**config.mk**
```make
export PLATFORM = sky130hd
export DESIGN_NAME = multicycle_controller
export DESIGN_NICKNAME = d
export VERILOG_FILES = /design/src/rtl/multicycle_controller_pkg.sv /design/src/rtl/multicycle_controller_alu_decoder.sv /design/src/rtl/multicycle_controller.sv
export SDC_FILE = /design/constraint.sdc
export NUM_CORES = 1
export LEC_CHECK = 0
export ABC_AREA = 1
export CAP_MARGIN = 20
export CORE_MARGIN = 10
export CORE_UTILIZATION = 39
export CTS_BUF_LIST = sky130_fd_sc_hd__clkbuf_16
export CTS_CLUSTER_SIZE = 25
export DETAILED_ROUTE_END_ITERATION = 16
export GPL_TIMING_DRIVEN = 0
export PLACE_DENSITY = 0.82
export SYNTH_ARGS = -nofsm -noshare
export SYNTH_HDL_FRONTEND = slang
export SYNTH_SLANG_ARGS = --single-unit
```
**constraint.sdc**
```tcl
create_clock -name clk -period 4.16 [get_ports clk]
set_input_delay 1.248 -clock clk [delete_from_list [all_inputs] [get_ports clk]]
set_output_delay 1.248 -clock clk [all_outputs]
set_load 0.02 [all_outputs]
```
**src/rtl/multicycle_controller_pkg.sv**
```systemverilog
// Shared encodings for the multicycle controller: state codes, opcodes and
// the ALU / immediate select codes used by the datapath.
package multicycle_controller_pkg;

    typedef enum logic [3:0] {
        FETCH    = 4'd0,
        DECODE   = 4'd1,
        MEMADR   = 4'd2,
        MEMREAD  = 4'd3,
        MEMWB    = 4'd4,
        MEMWRITE = 4'd5,
        EXECUTER = 4'd6,
        EXECUTEI = 4'd7,
        ALUWB    = 4'd8,
        BEQ      = 4'd9,
        JAL      = 4'd10
    } state_t;

    localparam logic [6:0] OP_LW    = 7'b0000011;
    localparam logic [6:0] OP_SW    = 7'b0100011;
    localparam logic [6:0] OP_RTYPE = 7'b0110011;
    localparam logic [6:0] OP_ITYPE = 7'b0010011;
    localparam logic [6:0] OP_BEQ   = 7'b1100011;
    localparam logic [6:0] OP_JAL   = 7'b1101111;

    localparam logic [2:0] ALU_ADD = 3'b000;
    localparam logic [2:0] ALU_SUB = 3'b001;
    localparam logic [2:0] ALU_AND = 3'b010;
    localparam logic [2:0] ALU_OR  = 3'b011;
    localparam logic [2:0] ALU_SLT = 3'b101;

    localparam logic [1:0] ALUOP_ADD   = 2'b00;
    localparam logic [1:0] ALUOP_SUB   = 2'b01;
    localparam logic [1:0] ALUOP_FUNCT = 2'b10;

    localparam logic [1:0] IMM_I = 2'b00;
    localparam logic [1:0] IMM_S = 2'b01;
    localparam logic [1:0] IMM_B = 2'b10;
    localparam logic [1:0] IMM_J = 2'b11;

    function automatic logic is_supported(input logic [6:0] op);
        return (op == OP_LW) || (op == OP_SW) || (op == OP_RTYPE) ||
               (op == OP_ITYPE) || (op == OP_BEQ) || (op == OP_JAL);
    endfunction

endpackage

```
**src/rtl/multicycle_controller_alu_decoder.sv**
```systemverilog
// ALU operation decode from the FSM's ALUOp class and the instruction's
// funct fields; purely combinational.
module alu_decoder
    import multicycle_controller_pkg::*;
(
    input  logic [1:0] aluop,
    input  logic [2:0] funct3,
    input  logic       op5,
    input  logic       funct7b5,
    output logic [2:0] alucontrol
);

    always_comb begin
        alucontrol = ALU_ADD;
        case (aluop)
            ALUOP_ADD: alucontrol = ALU_ADD;
            ALUOP_SUB: alucontrol = ALU_SUB;
            ALUOP_FUNCT: begin
                case (funct3)
                    // sub only for R-type; addi with imm[10]=1 must still add
                    3'b000:  alucontrol = (op5 & funct7b5) ? ALU_SUB : ALU_ADD;
                    3'b010:  alucontrol = ALU_SLT;
                    3'b110:  alucontrol = ALU_OR;
                    3'b111:  alucontrol = ALU_AND;
                    default: alucontrol = ALU_ADD;
                endcase
            end
            default: alucontrol = ALU_ADD;
        endcase
    end

endmodule

```
**src/rtl/multicycle_controller.sv**
```systemverilog
// Multicycle RISC-V style controller: state sequencing, Moore output decode,
// immediate format decode and branch-qualified PC write.
//
// state    | meaning
// FETCH    | read instruction, PC <= PC+4
// DECODE   | read registers, compute branch target
// MEMADR   | compute load/store address
// MEMREAD  | read data memory
// MEMWB    | write load data to register file
// MEMWRITE | write store data to memory
// EXECUTER | register-register ALU op
// EXECUTEI | register-immediate ALU op
// ALUWB    | write ALU result to register file
// BEQ      | compare, redirect PC when equal
// JAL      | PC <= target, compute link address
module multicycle_controller
    import multicycle_controller_pkg::*;
(
    input  logic       clk,
    input  logic       rst,
    input  logic [6:0] op,
    input  logic [2:0] funct3,
    input  logic       funct7b5,
    input  logic       Zero,
    output logic       PCWrite,
    output logic       AdrSrc,
    output logic       MemWrite,
    output logic       IRWrite,
    output logic       RegWrite,
    output logic [1:0] ResultSrc,
    output logic [1:0] ALUSrcA,
    output logic [1:0] ALUSrcB,
    output logic [1:0] ImmSrc,
    output logic [2:0] ALUControl,
    output logic       IllegalOp
);

    state_t     state;
    logic       pc_update;
    logic       branch;
    logic       ir_write;
    logic       mem_write;
    logic       reg_write;
    logic       illegal;
    logic [1:0] aluop;

    always_ff @(posedge clk) begin
        if (rst) begin
            state <= FETCH;
        end else begin
            case (state)
                FETCH:  state <= DECODE;
                DECODE: begin
                    case (op)
                        OP_LW, OP_SW: state <= MEMADR;
                        OP_RTYPE:     state <= EXECUTER;
                        OP_ITYPE:     state <= EXECUTEI;
                        OP_BEQ:       state <= BEQ;
                        OP_JAL:       state <= JAL;
                        default:      state <= FETCH;
                    endcase
                end
                MEMADR:   state <= (op == OP_LW) ? MEMREAD : MEMWRITE;
                MEMREAD:  state <= MEMWB;
                MEMWB:    state <= FETCH;
                MEMWRITE: state <= FETCH;
                EXECUTER: state <= ALUWB;
                EXECUTEI: state <= ALUWB;
                JAL:      state <= ALUWB;
                ALUWB:    state <= FETCH;
                BEQ:      state <= FETCH;
                default:  state <= FETCH;
            endcase
        end
    end

    always_comb begin
        pc_update = 1'b0;
        branch    = 1'b0;
        ir_write  = 1'b0;
        mem_write = 1'b0;
        reg_write = 1'b0;
        illegal   = 1'b0;
        aluop     = ALUOP_ADD;
        AdrSrc    = 1'b0;
        ResultSrc = 2'b00;
        ALUSrcA   = 2'b00;
        ALUSrcB   = 2'b00;
        case (state)
            FETCH: begin
                ir_write  = 1'b1;
                ALUSrcB   = 2'b10;
                ResultSrc = 2'b10;
                pc_update = 1'b1;
            end
            DECODE: begin
                ALUSrcA = 2'b01;
                ALUSrcB = 2'b01;
                illegal = ~is_supported(op);
            end
            MEMADR: begin
                ALUSrcA = 2'b10;
                ALUSrcB = 2'b01;
            end
            MEMREAD:  AdrSrc = 1'b1;
            MEMWB: begin
                ResultSrc = 2'b01;
                reg_write = 1'b1;
            end
            MEMWRITE: begin
                AdrSrc    = 1'b1;
                mem_write = 1'b1;
            end
            EXECUTER: begin
                ALUSrcA = 2'b10;
                aluop   = ALUOP_FUNCT;
            end
            EXECUTEI: begin
                ALUSrcA = 2'b10;
                ALUSrcB = 2'b01;
                aluop   = ALUOP_FUNCT;
            end
            ALUWB:    reg_write = 1'b1;
            BEQ: begin
                ALUSrcA = 2'b10;
                aluop   = ALUOP_SUB;
                branch  = 1'b1;
            end
            JAL: begin
                ALUSrcA   = 2'b01;
                ALUSrcB   = 2'b10;
                pc_update = 1'b1;
            end
            default: ;
        endcase
    end

    // Side-effecting strobes are held off while reset is applied
    assign PCWrite   = (pc_update | (branch & Zero)) & ~rst;
    assign IRWrite   = ir_write & ~rst;
    assign MemWrite  = mem_write & ~rst;
    assign RegWrite  = reg_write & ~rst;
    assign IllegalOp = illegal & ~rst;

    always_comb begin
        case (op)
            OP_LW, OP_ITYPE: ImmSrc = IMM_I;
            OP_SW:           ImmSrc = IMM_S;
            OP_BEQ:          ImmSrc = IMM_B;
            OP_JAL:          ImmSrc = IMM_J;
            default:         ImmSrc = IMM_I;
        endcase
    end

    alu_decoder u_alu_decoder (
        .aluop      (aluop),
        .funct3     (funct3),
        .op5        (op[5]),
        .funct7b5   (funct7b5),
        .alucontrol (ALUControl)
    );

endmodule

```
==> run_summary.xml, run 1 <==
<?xml version="1.0" encoding="UTF-8"?>
<metrics>
  <group name="detailed_routing">
    <metric name="route.final.wire_length" unit="mm">1.75</metric>
    <metric name="drt_pass1_iterations" unit="">4</metric>
    <metric name="avgRoutedWirePerCell" unit="um">11.8</metric>
    <metric name="drt_iter0_drc" unit="">6</metric>
    <metric name="drcViolationCount" unit="">0</metric>
    <metric name="route.antenna.remaining_nets" unit="">0</metric>
    <metric name="route.detailed.vias_per_inst" unit="">4.88</metric>
    <metric name="via_count" unit="">727</metric>
  </group>
  <group name="sta">
    <metric name="worst_slack" unit="ps">213</metric>
    <metric name="period_minus_slack" unit="ps">3950</metric>
    <metric name="period_share" unit="">0.949</metric>
    <metric name="timing.final.setup_violations" unit="">0</metric>
    <metric name="fin_setup_tns" unit="ps">0</metric>
    <metric name="timing_max_transition_violations_final" unit="">0</metric>
    <metric name="grt_setup_unrepaired" unit="">false</metric>
    <metric name="slew_at_the_pin_closest_to_its_max_slew_limit" unit="ps">469</metric>
    <metric name="final_hold_viol_count" unit="">0</metric>
    <metric name="max-slew-margin-rel" unit="">0.687</metric>
    <metric name="fmaxAchievable" unit="MHz">253</metric>
    <metric name="finClkSkew" unit="ps">2.71</metric>
  </group>
  <group name="flow_run">
    <metric name="max-cap-violations" unit="">0</metric>
  </group>
  <group name="power">
    <metric name="worst_ir_drop_vdd" unit="mV">0.210</metric>
    <metric name="pwr-share-clk" unit="">0.618</metric>
    <metric name="power-per-cell-area" unit="nW/um^2">265</metric>
    <metric name="power_frac_seq" unit="">0.166</metric>
    <metric name="power" unit="mW">0.246</metric>
    <metric name="total_leakage_power" unit="nW">0.473</metric>
    <metric name="p_int" unit="mW">0.188</metric>
    <metric name="comb_power_share" unit="">0.217</metric>
    <metric name="netSwitchingPower" unit="mW">0.0582</metric>
    <metric name="proportion_of_total_power_due_to_net_switching" unit="">0.236</metric>
  </group>
  <group name="logic_synthesis">
    <metric name="ys_types" unit="">20</metric>
    <metric name="synth_top_family_by_area" unit="">simple AND/OR/NAND/NOR gates</metric>
    <metric name="synth_area" unit="um^2">541</metric>
    <metric name="largest_cells_by_area_after_synthesis" unit="">nand2_1 (19%), dfxtp_1 (15%), inv_1 (13%), nor2_1 (13%), nor2_4 (6.2%)</metric>
    <metric name="postSynthRegisterBits" unit="">4</metric>
    <metric name="synth_mux_area_frac" unit="">0</metric>
    <metric name="synth-edff-count" unit="">0</metric>
    <metric name="post_synth.cell_area_avg" unit="um^2">5.30</metric>
    <metric name="share_of_synthesized_cell_area_in_full_adder_half_adder_and_majority_cells" unit="">0.0463</metric>
    <metric name="synth-xor-area-share" unit="">0</metric>
    <metric name="ys.flop_type" unit="">dfxtp_1</metric>
    <metric name="post_synth_and_or_nand_nor_area_fraction" unit="">0.512</metric>
    <metric name="postSynth.asyncResetShare" unit="">0</metric>
    <metric name="synth_compound_area_frac" unit="">0.134</metric>
    <metric name="seq_area_frac_synth" unit="">0.148</metric>
    <metric name="yosys.area.top_type_share" unit="">0.188</metric>
    <metric name="synth_warn" unit="">0</metric>
    <metric name="cell_taking_the_most_area_after_synthesis" unit="">nand2_1</metric>
    <metric name="synthCells" unit="">102</metric>
    <metric name="synthesis.nets" unit="">118</metric>
  </group>
  <group name="clocking">
    <metric name="tritoncts.num_buffers" unit="">3</metric>
    <metric name="total_number_of_h_tree_levels" unit="">1</metric>
    <metric name="clock_sinks" unit="">4</metric>
    <metric name="ctsRootBufferMaster" unit="">clkbuf_16</metric>
    <metric name="insertion_delay" unit="ps">230</metric>
    <metric name="cts.reportedPaths.clkPinSlew" unit="ps">30</metric>
    <metric name="cts_tree" unit="">built</metric>
    <metric name="clock_path_buffers" unit="">2</metric>
    <metric name="ctsHoldBuffers" unit="">0</metric>
  </group>
  <group name="global_routing">
    <metric name="antenna_found_initial" unit="">0</metric>
    <metric name="maximum_number_of_pins_on_one_net_before_global_route_repair" unit="">10</metric>
    <metric name="number_of_global_route_vias_before_repair" unit="">744</metric>
    <metric name="gr-usage-all-layers" unit="">0.110</metric>
    <metric name="grt_pass1_wl" unit="mm">3.00</metric>
    <metric name="global_route.overflow_total" unit="">0</metric>
  </group>
  <group name="worst_setup_path">
    <metric name="critPathRequiredTime" unit="ps">2910</metric>
    <metric name="end_kind" unit="">primary output</metric>
    <metric name="crit_path_top_delay_cell" unit="">clkdlybuf4s50_1</metric>
    <metric name="rr_endpoint" unit="">state[3]$_SDFF_PP0_</metric>
    <metric name="r2r_cells" unit="">8</metric>
    <metric name="path_max_fanout" unit="">2</metric>
    <metric name="startpoint_types" unit="">input pin</metric>
    <metric name="timing.critical_path.slowest_cell_delay" unit="ps">620</metric>
    <metric name="crit_chain" unit="">clkdlybuf4s50_1 &gt; inv_1 &gt; nor2_1 &gt; a21oi_1 &gt; a21oi_1 &gt; clkdlybuf4s50_1</metric>
    <metric name="timing.rr.start" unit="">state[0]$_SDFF_PP0_</metric>
    <metric name="setup.worst_path.end" unit="">ALUControl[0]</metric>
    <metric name="data_arrival_time_of_the_critical_path" unit="ps">2700</metric>
    <metric name="worst_setup_path_startpoint" unit="">funct3[1]</metric>
    <metric name="r2r_setup_slack" unit="ps">3000</metric>
    <metric name="worst-setup-path-type" unit="">input pin to primary output</metric>
  </group>
  <group name="floorplanning">
    <metric name="design.portCount" unit="">31</metric>
    <metric name="floorplan.initialDensity" unit="">0.415</metric>
    <metric name="floorplan.rows" unit="">13</metric>
    <metric name="die_area" unit="um^2">3280</metric>
    <metric name="design.core.area" unit="um^2">1300</metric>
    <metric name="die_height" unit="um">57.2</metric>
    <metric name="die_width" unit="um">57.2</metric>
  </group>
  <group name="finish">
    <metric name="drive_gt1_frac" unit="">0.112</metric>
    <metric name="commonest_non_fill_non_tap_cells_in_the_layout" unit="">nand2_1 (27), clkdlybuf4s50_1 (26), inv_1 (18), nor2_1 (18), a21oi_1 (6)</metric>
    <metric name="growth_of_design_area_from_synthesis_to_finish" unit="%">71.8</metric>
    <metric name="nets" unit="">152</metric>
    <metric name="final_core_util" unit="">0.713</metric>
    <metric name="top_regs" unit="">state x4</metric>
    <metric name="fill_cells" unit="">112</metric>
    <metric name="layout.cells.most_common" unit="">nand2_1</metric>
    <metric name="n_antenna_cell" unit="">0</metric>
    <metric name="registers.top_by_ff_count" unit="">state</metric>
    <metric name="number_of_flip_flops_in_the_largest_register" unit="">4</metric>
  </group>
  <group name="placed_design">
    <metric name="io_buffers" unit="">29</metric>
    <metric name="detailed_placement_wirelength_estimate" unit="mm">1.44</metric>
    <metric name="placement.setup.worst_slack" unit="ps">-45.9</metric>
    <metric name="place.gp.congestion" unit="">0.762</metric>
  </group>
  <group name="min_path">
    <metric name="hold_path_class" unit="">flop to flop</metric>
  </group>
  <group name="outcome">
    <metric name="outcome" unit="">completed</metric>
  </group>
</metrics>
-- cells by family after synthesis --
| kind of cell | after synthesis |
|---|---|
| compound gates | 12 |
| buf+inv | 23 |
| simple gates | 61 |
| fa+ha+maj | 2 |
| flops | 4 |
-- routing by layer --
layer	vias up	wire (um)	GRT usage
met5	-	0	0
met4	0	34	0.0570
met3	4	159	0.0420
met2	31	905	0.203
met1	315	655	0.101
li1	377	-	-
-- area by class of cell --
cell class / instances / area [um^2] / share of cell area
Tap cell: 15 / 18.8 / 0.0202
Timing Repair Buffer: 29 / 294 / 0.317
Buffer: 1 / 3.75 / 0.00404
Multi-Input combinational cell: 75 / 374 / 0.403
Sequential cell: 4 / 80.1 / 0.0863
Inverter: 22 / 82.6 / 0.0889
Clock buffer: 3 / 75.1 / 0.0809
-- worst min-delay path by stage --
stage / startpoint / to / depth (start not counted)
floorplan: state[0]$_SDFF_PP0_ / state[2]$_SDFF_PP0_ / 4
global placement: state[0]$_SDFF_PP0_ / state[2]$_SDFF_PP0_ / 4
detailed placement: state[0]$_SDFF_PP0_ / state[2]$_SDFF_PP0_ / 4
CTS: state[0]$_SDFF_PP0_ / state[2]$_SDFF_PP0_ / 4
global route: state[3]$_SDFF_PP0_ / state[0]$_SDFF_PP0_ / 3
finish: state[0]$_SDFF_PP0_ / state[2]$_SDFF_PP0_ / 4
-- cells in the mapped netlist (2+ instances only) --
master   number
a21oi_1       6
nand3_1       5
inv_2         4
nor2_2        4
nor2_1       18
dfxtp_1       4
inv_1        18
ha_1          2
nand4_1       2
nand2_1      27
nor2_4        3
-- per-stage QoR --
stage	area (um^2)	hold WS, ps	std cells
2_1_floorplan	541	596	102
3_3_place_gp	850	630	146
3_5_place_dp	850	644	146
4_1_cts	923	660	149
5_1_grt	928	703	149
6_report	928	659	149
-- critical path: cells and delay by family --
family | cells | cell delay [ps]
compound gates | 2 | 210
buf+inv | 3 | 1130
simple gates | 1 | 120
-- power groups by stage --
stage               registers (mW)  logic [mW]  clock network [mW]
finish                      0.0409      0.0534               0.152
global route                0.0410      0.0582               0.158
CTS                         0.0408      0.0540               0.153
detailed placement          0.0413      0.0536                   0
global placement            0.0413      0.0527                   0
floorplan                   0.0411      0.0266                   0
-- what timing repair did --
action,CTS,global route
setup endpoints to repair,1,2
gates cloned,0,0
setup buffers,0,0
gates resized for setup,1,2
Power figures use the tool's default switching activity.
==> run 2, diff against run 1 <==
--- a/config.mk
+++ b/config.mk
@@ -8,12 +8,12 @@
 export ABC_AREA = 1
 export CAP_MARGIN = 20
 export CORE_MARGIN = 10
-export CORE_UTILIZATION = 39
+export CORE_UTILIZATION = 37
 export CTS_BUF_LIST = sky130_fd_sc_hd__clkbuf_16
 export CTS_CLUSTER_SIZE = 25
 export DETAILED_ROUTE_END_ITERATION = 16
 export GPL_TIMING_DRIVEN = 0
-export PLACE_DENSITY = 0.82
+export PLACE_DENSITY = 0.78
 export SYNTH_ARGS = -nofsm -noshare
 export SYNTH_HDL_FRONTEND = slang
 export SYNTH_SLANG_ARGS = --single-unit
==> constraint.sdc (replaced) <==
create_clock -name clk -period 4.2 [get_ports clk]
set_input_delay 1.26 -clock clk [delete_from_list [all_inputs] [get_ports clk]]
set_output_delay 1.26 -clock clk [all_outputs]
set_load 0.02 [all_outputs]
==> run_summary.xml, run 2 (same netlist as run 1, synthesis figures left out) <==
<?xml version="1.0" encoding="UTF-8"?>
<metrics>
  <group name="min_path">
    <metric name="hold_path.startpoint" unit="">state[0]$_SDFF_PP0_</metric>
    <metric name="min_path_cells" unit="">4</metric>
    <metric name="hold_path_class" unit="">flop to flop</metric>
    <metric name="hold_end" unit="">state[2]$_SDFF_PP0_</metric>
  </group>
  <group name="finish">
    <metric name="registers.top_by_ff_count" unit="">state</metric>
    <metric name="n_antenna_cell" unit="">0</metric>
    <metric name="final_core_util" unit="">0.693</metric>
    <metric name="growth_of_design_area_from_synthesis_to_finish" unit="%">71.1</metric>
    <metric name="layout.cells.most_common" unit="">nand2_1</metric>
    <metric name="stdcell_count" unit="">149</metric>
    <metric name="drive_gt1_frac" unit="">0.112</metric>
    <metric name="top_regs" unit="">state x4</metric>
    <metric name="commonest_non_fill_non_tap_cells_in_the_layout" unit="">nand2_1 (27), clkdlybuf4s50_1 (26), inv_1 (18), nor2_1 (18), a21oi_1 (6)</metric>
    <metric name="fill_cells" unit="">125</metric>
    <metric name="number_of_flip_flops_in_the_largest_register" unit="">4</metric>
    <metric name="fin_area" unit="um^2">925</metric>
    <metric name="nets" unit="">152</metric>
  </group>
  <group name="sta">
    <metric name="timing.final.setup_violations" unit="">0</metric>
    <metric name="finClkSkew" unit="ps">3.42</metric>
    <metric name="worst_slack" unit="ps">218</metric>
    <metric name="slew_at_the_pin_closest_to_its_max_slew_limit" unit="ps">442</metric>
    <metric name="hold_ws" unit="ps">651</metric>
    <metric name="grt_setup_unrepaired" unit="">false</metric>
    <metric name="fmaxAchievable" unit="MHz">251</metric>
    <metric name="period_share" unit="">0.948</metric>
    <metric name="fin_setup_tns" unit="ps">0</metric>
    <metric name="timing_max_transition_violations_final" unit="">0</metric>
    <metric name="max-slew-margin-rel" unit="">0.705</metric>
    <metric name="period_minus_slack" unit="ps">3980</metric>
    <metric name="final_hold_viol_count" unit="">0</metric>
  </group>
  <group name="floorplanning">
    <metric name="floorplan.initialDensity" unit="">0.405</metric>
    <metric name="die_width" unit="um">58.2</metric>
    <metric name="floorplan.rows" unit="">13</metric>
    <metric name="die_height" unit="um">58.2</metric>
    <metric name="die_area" unit="um^2">3390</metric>
    <metric name="design.core.area" unit="um^2">1330</metric>
    <metric name="design.portCount" unit="">31</metric>
  </group>
  <group name="power">
    <metric name="power_frac_seq" unit="">0.167</metric>
    <metric name="power" unit="mW">0.243</metric>
    <metric name="comb_power_share" unit="">0.215</metric>
    <metric name="netSwitchingPower" unit="mW">0.0566</metric>
    <metric name="p_int" unit="mW">0.186</metric>
    <metric name="power-per-cell-area" unit="nW/um^2">263</metric>
    <metric name="total_leakage_power" unit="nW">0.461</metric>
    <metric name="worst_ir_drop_vdd" unit="mV">0.227</metric>
    <metric name="proportion_of_total_power_due_to_net_switching" unit="">0.233</metric>
    <metric name="pwr-share-clk" unit="">0.618</metric>
  </group>
  <group name="global_routing">
    <metric name="gr-usage-all-layers" unit="">0.104</metric>
    <metric name="maximum_number_of_pins_on_one_net_before_global_route_repair" unit="">10</metric>
    <metric name="number_of_global_route_vias_before_repair" unit="">676</metric>
    <metric name="grt_pass1_wl" unit="mm">2.88</metric>
    <metric name="antenna_found_initial" unit="">0</metric>
    <metric name="global_route.overflow_total" unit="">0</metric>
  </group>
  <group name="clocking">
    <metric name="cts_tree" unit="">built</metric>
    <metric name="ctsRootBufferMaster" unit="">clkbuf_16</metric>
    <metric name="ctsHoldBuffers" unit="">0</metric>
    <metric name="cts.reportedPaths.clkPinSlew" unit="ps">30</metric>
    <metric name="clock_sinks" unit="">4</metric>
    <metric name="clock_path_buffers" unit="">2</metric>
    <metric name="post-cts-setup-buffer-count" unit="">0</metric>
    <metric name="total_number_of_h_tree_levels" unit="">1</metric>
    <metric name="tritoncts.num_buffers" unit="">3</metric>
    <metric name="insertion_delay" unit="ps">230</metric>
  </group>
  <group name="worst_setup_path">
    <metric name="critPathTopFamily" unit="">buffers and inverters</metric>
    <metric name="timing.critical_path.slowest_cell_delay" unit="ps">450</metric>
    <metric name="crit_chain" unit="">clkdlybuf4s50_1 &gt; inv_1 &gt; nand3_1 &gt; inv_1 &gt; nand2_1 &gt; nand2_1 &gt; and3_1 &gt; dlygate4sd2_1</metric>
    <metric name="end_kind" unit="">primary output</metric>
    <metric name="crit_path_top_delay_cell" unit="">clkdlybuf4s50_1</metric>
    <metric name="critPathBufInv" unit="">4</metric>
    <metric name="data_arrival_time_of_the_critical_path" unit="ps">2720</metric>
    <metric name="rr_endpoint" unit="">state[3]$_SDFF_PP0_</metric>
    <metric name="r2r_cells" unit="">8</metric>
    <metric name="critPathRequiredTime" unit="ps">2940</metric>
    <metric name="timing.rr.start" unit="">state[0]$_SDFF_PP0_</metric>
    <metric name="startpoint_types" unit="">input pin</metric>
    <metric name="r2r_setup_slack" unit="ps">3080</metric>
    <metric name="path_max_fanout" unit="">4</metric>
    <metric name="worst-setup-path-type" unit="">input pin to primary output</metric>
  </group>
  <group name="flow_run">
    <metric name="max-cap-violations" unit="">0</metric>
  </group>
  <group name="detailed_routing">
    <metric name="route.detailed.vias_per_inst" unit="">4.72</metric>
    <metric name="drt_pass1_iterations" unit="">4</metric>
    <metric name="route.antenna.remaining_nets" unit="">0</metric>
    <metric name="avgRoutedWirePerCell" unit="um">11.6</metric>
    <metric name="via_count" unit="">703</metric>
    <metric name="drt_iter0_drc" unit="">10</metric>
    <metric name="drcViolationCount" unit="">0</metric>
    <metric name="route.final.wire_length" unit="mm">1.73</metric>
  </group>
  <group name="placed_design">
    <metric name="placed_cell_area" unit="um^2">850</metric>
    <metric name="place.gp.congestion" unit="">0.758</metric>
    <metric name="io_buffers" unit="">29</metric>
    <metric name="number_of_instances_in_the_placed_design" unit="">146</metric>
    <metric name="placement.setup.worst_slack" unit="ps">-46.2</metric>
    <metric name="detailed_placement_wirelength_estimate" unit="mm">1.47</metric>
  </group>
  <group name="outcome">
    <metric name="outcome" unit="">completed</metric>
  </group>
</metrics>
==> run 2: cell count changes in the layout (fill, tap and decap cells not counted), sizes merged <==
cell,delta
dlymetal6s2s,-1
dlygate4sd2,+1
==> run 2: power by group through the flow <==
stage	Combinational, mW	Clock (mW)	Sequential, mW
after floorplan	0.0264	0	0.0407
after global placement	0.0523	0	0.0409
after detailed placement	0.0530	0	0.0410
after CTS	0.0527	0.152	0.0405
after global routing	0.0574	0.154	0.0408
final	0.0523	0.150	0.0405
==> run 2: timing repair <==
item	in CTS	in global routing
cloned	0	0
gates resized for setup	2	1
pin swaps	0	0
setup endpoints to repair	2	1
==> run 2: worst register-to-register path, stage by stage (launching register included) <==
cell	delay, ps
dfxtp_1	410
inv_2	70
nor2_2	110
inv_2	70
nor2_4	100
inv_2	70
nor2_4	80
nand2_1	50
o21ai_1	80
==> run 2: final cells by class <==
class,count,area [um^2],share of cell area
inverters,22,82.6,0.0893
multi-input cells,75,374,0.405
well taps,15,18.8,0.0203
repair buffers,29,290,0.314
flip-flops and latches,4,80.1,0.0866
plain buffers,1,3.75,0.00406
clock buffers,3,75.1,0.0812
==> run 2: worst max path at each step <==
stage | slack, ps | cells past startpoint | from | end
2_1_floorplan | 900 | 2 | rst | RegWrite
3_3_place_gp | -40 | 7 | op[5] | ImmSrc[0]
3_5_place_dp | -50 | 8 | op[4] | ImmSrc[0]
4_1_cts | 40 | 5 | op[4] | ImmSrc[1]
5_1_grt | 120 | 6 | funct3[1] | ALUControl[0]
6_report | 220 | 8 | op[4] | ImmSrc[0]
==> run 2: routing by layer <==
layer	GRT usage	share of wire	vias to the layer above
met5	0	0	-
met1	0.103	0.42	299
met3	0.0392	0.079	2
li1	-	-	382
met2	0.189	0.49	20
met4	0.0403	0.0093	0
==> run 3, diff against run 2 <==
--- a/config.mk
+++ b/config.mk
@@ -8,12 +8,13 @@
 export ABC_AREA = 1
 export CAP_MARGIN = 20
 export CORE_MARGIN = 10
-export CORE_UTILIZATION = 37
+export CORE_UTILIZATION = 39
 export CTS_BUF_LIST = sky130_fd_sc_hd__clkbuf_16
+export CTS_CLUSTER_DIAMETER = 60
 export CTS_CLUSTER_SIZE = 25
 export DETAILED_ROUTE_END_ITERATION = 16
 export GPL_TIMING_DRIVEN = 0
-export PLACE_DENSITY = 0.78
+export PLACE_DENSITY = 0.82
 export SYNTH_ARGS = -nofsm -noshare
 export SYNTH_HDL_FRONTEND = slang
 export SYNTH_SLANG_ARGS = --single-unit
==> constraint.sdc (replaced) <==
create_clock -name clk -period 5 [get_ports clk]
set_input_delay 1.5 -clock clk [delete_from_list [all_inputs] [get_ports clk]]
set_output_delay 1.5 -clock clk [all_outputs]
set_load 0.02 [all_outputs]
==> run_summary.xml, run 3 (same netlist as run 1, synthesis figures left out) <==
<?xml version="1.0" encoding="UTF-8"?>
<metrics>
  <group name="clocking">
    <metric name="post_cts.resized_instances" unit="">0</metric>
    <metric name="insertion_delay" unit="ps">230</metric>
    <metric name="cts.reportedPaths.clkPinSlew" unit="ps">30</metric>
    <metric name="total_number_of_h_tree_levels" unit="">1</metric>
    <metric name="post-cts-setup-buffer-count" unit="">0</metric>
    <metric name="clock_sinks" unit="">4</metric>
    <metric name="clock_path_buffers" unit="">2</metric>
    <metric name="cts_tree" unit="">built</metric>
    <metric name="tritoncts.num_buffers" unit="">3</metric>
    <metric name="ctsHoldBuffers" unit="">0</metric>
    <metric name="ctsRootBufferMaster" unit="">clkbuf_16</metric>
  </group>
  <group name="power">
    <metric name="proportion_of_total_power_due_to_net_switching" unit="">0.236</metric>
    <metric name="power-per-cell-area" unit="nW/um^2">222</metric>
    <metric name="pwr-share-clk" unit="">0.617</metric>
    <metric name="power_frac_seq" unit="">0.166</metric>
    <metric name="total_leakage_power" unit="nW">0.434</metric>
    <metric name="worst_ir_drop_vdd" unit="mV">0.175</metric>
    <metric name="netSwitchingPower" unit="mW">0.0484</metric>
    <metric name="comb_power_share" unit="">0.217</metric>
    <metric name="p_int" unit="mW">0.157</metric>
    <metric name="power" unit="mW">0.205</metric>
  </group>
  <group name="worst_setup_path">
    <metric name="r2r_setup_slack" unit="ps">3840</metric>
    <metric name="end_kind" unit="">primary output</metric>
    <metric name="startpoint_types" unit="">input pin</metric>
    <metric name="data_arrival_time_of_the_critical_path" unit="ps">3230</metric>
    <metric name="critPathRequiredTime" unit="ps">3500</metric>
    <metric name="path_max_fanout" unit="">4</metric>
    <metric name="worst-setup-path-type" unit="">input pin to primary output</metric>
  </group>
  <group name="sta">
    <metric name="period_minus_slack" unit="ps">4730</metric>
    <metric name="worst_slack" unit="ps">274</metric>
    <metric name="fmaxAchievable" unit="MHz">212</metric>
    <metric name="grt_setup_unrepaired" unit="">false</metric>
    <metric name="final_hold_viol_count" unit="">0</metric>
    <metric name="max-slew-margin-rel" unit="">0.688</metric>
    <metric name="slew_at_the_pin_closest_to_its_max_slew_limit" unit="ps">469</metric>
    <metric name="finClkSkew" unit="ps">2.70</metric>
    <metric name="timing_max_transition_violations_final" unit="">0</metric>
    <metric name="fin_setup_tns" unit="ps">0</metric>
    <metric name="timing.final.setup_violations" unit="">0</metric>
    <metric name="period_share" unit="">0.945</metric>
  </group>
  <group name="finish">
    <metric name="number_of_flip_flops_in_the_largest_register" unit="">4</metric>
    <metric name="growth_of_design_area_from_synthesis_to_finish" unit="%">71.1</metric>
    <metric name="top_regs" unit="">state x4</metric>
    <metric name="commonest_non_fill_non_tap_cells_in_the_layout" unit="">clkdlybuf4s50_1 (29), nand2_1 (27), inv_1 (18), nor2_1 (18), a21oi_1 (6)</metric>
    <metric name="n_antenna_cell" unit="">0</metric>
    <metric name="drive_gt1_frac" unit="">0.112</metric>
    <metric name="registers.top_by_ff_count" unit="">state</metric>
    <metric name="layout.cells.most_common" unit="">clkdlybuf4s50_1</metric>
    <metric name="nets" unit="">152</metric>
  </group>
  <group name="placed_design">
    <metric name="placement.setup.worst_slack" unit="ps">290</metric>
    <metric name="io_buffers" unit="">29</metric>
    <metric name="place.gp.congestion" unit="">0.762</metric>
    <metric name="detailed_placement_wirelength_estimate" unit="mm">1.44</metric>
  </group>
  <group name="floorplanning">
    <metric name="design.portCount" unit="">31</metric>
    <metric name="design.core.area" unit="um^2">1300</metric>
    <metric name="die_area" unit="um^2">3280</metric>
    <metric name="die_height" unit="um">57.2</metric>
    <metric name="die_width" unit="um">57.2</metric>
    <metric name="floorplan.rows" unit="">13</metric>
    <metric name="floorplan.initialDensity" unit="">0.415</metric>
  </group>
  <group name="detailed_routing">
    <metric name="route.detailed.vias_per_inst" unit="">4.88</metric>
    <metric name="avgRoutedWirePerCell" unit="um">11.8</metric>
    <metric name="route.antenna.remaining_nets" unit="">0</metric>
    <metric name="via_count" unit="">727</metric>
    <metric name="route.final.wire_length" unit="mm">1.76</metric>
    <metric name="drt_iter0_drc" unit="">6</metric>
    <metric name="drt_pass1_iterations" unit="">4</metric>
    <metric name="drcViolationCount" unit="">0</metric>
  </group>
  <group name="global_routing">
    <metric name="global_route.overflow_total" unit="">0</metric>
    <metric name="gr-usage-all-layers" unit="">0.110</metric>
    <metric name="grt_pass1_wl" unit="mm">3.00</metric>
    <metric name="antenna_found_initial" unit="">0</metric>
    <metric name="number_of_global_route_vias_before_repair" unit="">744</metric>
    <metric name="maximum_number_of_pins_on_one_net_before_global_route_repair" unit="">10</metric>
  </group>
  <group name="min_path">
    <metric name="hold_path_class" unit="">flop to flop</metric>
  </group>
  <group name="flow_run">
    <metric name="max-cap-violations" unit="">0</metric>
  </group>
  <group name="outcome">
    <metric name="outcome" unit="">completed</metric>
  </group>
</metrics>
## run 3: cell count changes in the layout (fill, tap and decap cells not counted)
cell,before,now
dlymetal6s2s_1,1,0
clkdlybuf4s50_1,26,29
dlygate4sd2_1,2,0
## run 3: layer usage
layer	track usage	routed length, um	vias up
li1	-	-	377
met1	0.101	655	315
met2	0.203	908	31
met3	0.0420	160	4
met4	0.0570	34	0
met5	0	0	-
## run 3: per-stage QoR
stage | utilization | hold slack [ps] | cells | area, um^2
3_5_place_dp | 0.653 | 644 | 146 | 850
4_1_cts | 0.711 | 660 | 149 | 925
3_3_place_gp | 0.653 | 630 | 146 | 850
2_1_floorplan | - | 596 | 102 | 541
5_1_grt | 0.711 | 703 | 149 | 925
6_report | 0.711 | 659 | 149 | 925
## run 3: worst max-delay path: stages
cell and delay (ps):
clkdlybuf4s50_1 530, nand3_1 180, inv_1 90, nand2_1 60, nand2_1 120, and3_1 150, clkdlybuf4s50_1 600
## run 3: layout make-up
cell class | count | area, um^2
Buffer | 1 | 3.75
Fill cell | 114 | 377
Tap cell | 15 | 18.8
Clock buffer | 3 | 75.1
Inverter | 22 | 82.6
Multi-Input combinational cell | 75 | 374
Timing Repair Buffer | 29 | 290
Sequential cell | 4 | 80.1
## run 3: path summary, 6_finish.rpt
kind / from / endpoint / cells after the start
max: op[5] / ImmSrc[0] / 7
min: state[0]$_SDFF_PP0_ / state[2]$_SDFF_PP0_ / 4
max reg2reg: state[0]$_SDFF_PP0_ / state[3]$_SDFF_PP0_ / 8
min reg2reg: state[0]$_SDFF_PP0_ / state[2]$_SDFF_PP0_ / 4
## run 3: power by group through the flow
stage	clock [mW]	combinational, mW	sequential [mW]
after floorplan	0	0.0222	0.0342
after global placement	0	0.0438	0.0343
after detailed placement	0	0.0446	0.0344
after CTS	0.127	0.0450	0.0340
after global routing	0.131	0.0486	0.0341
final	0.127	0.0446	0.0340
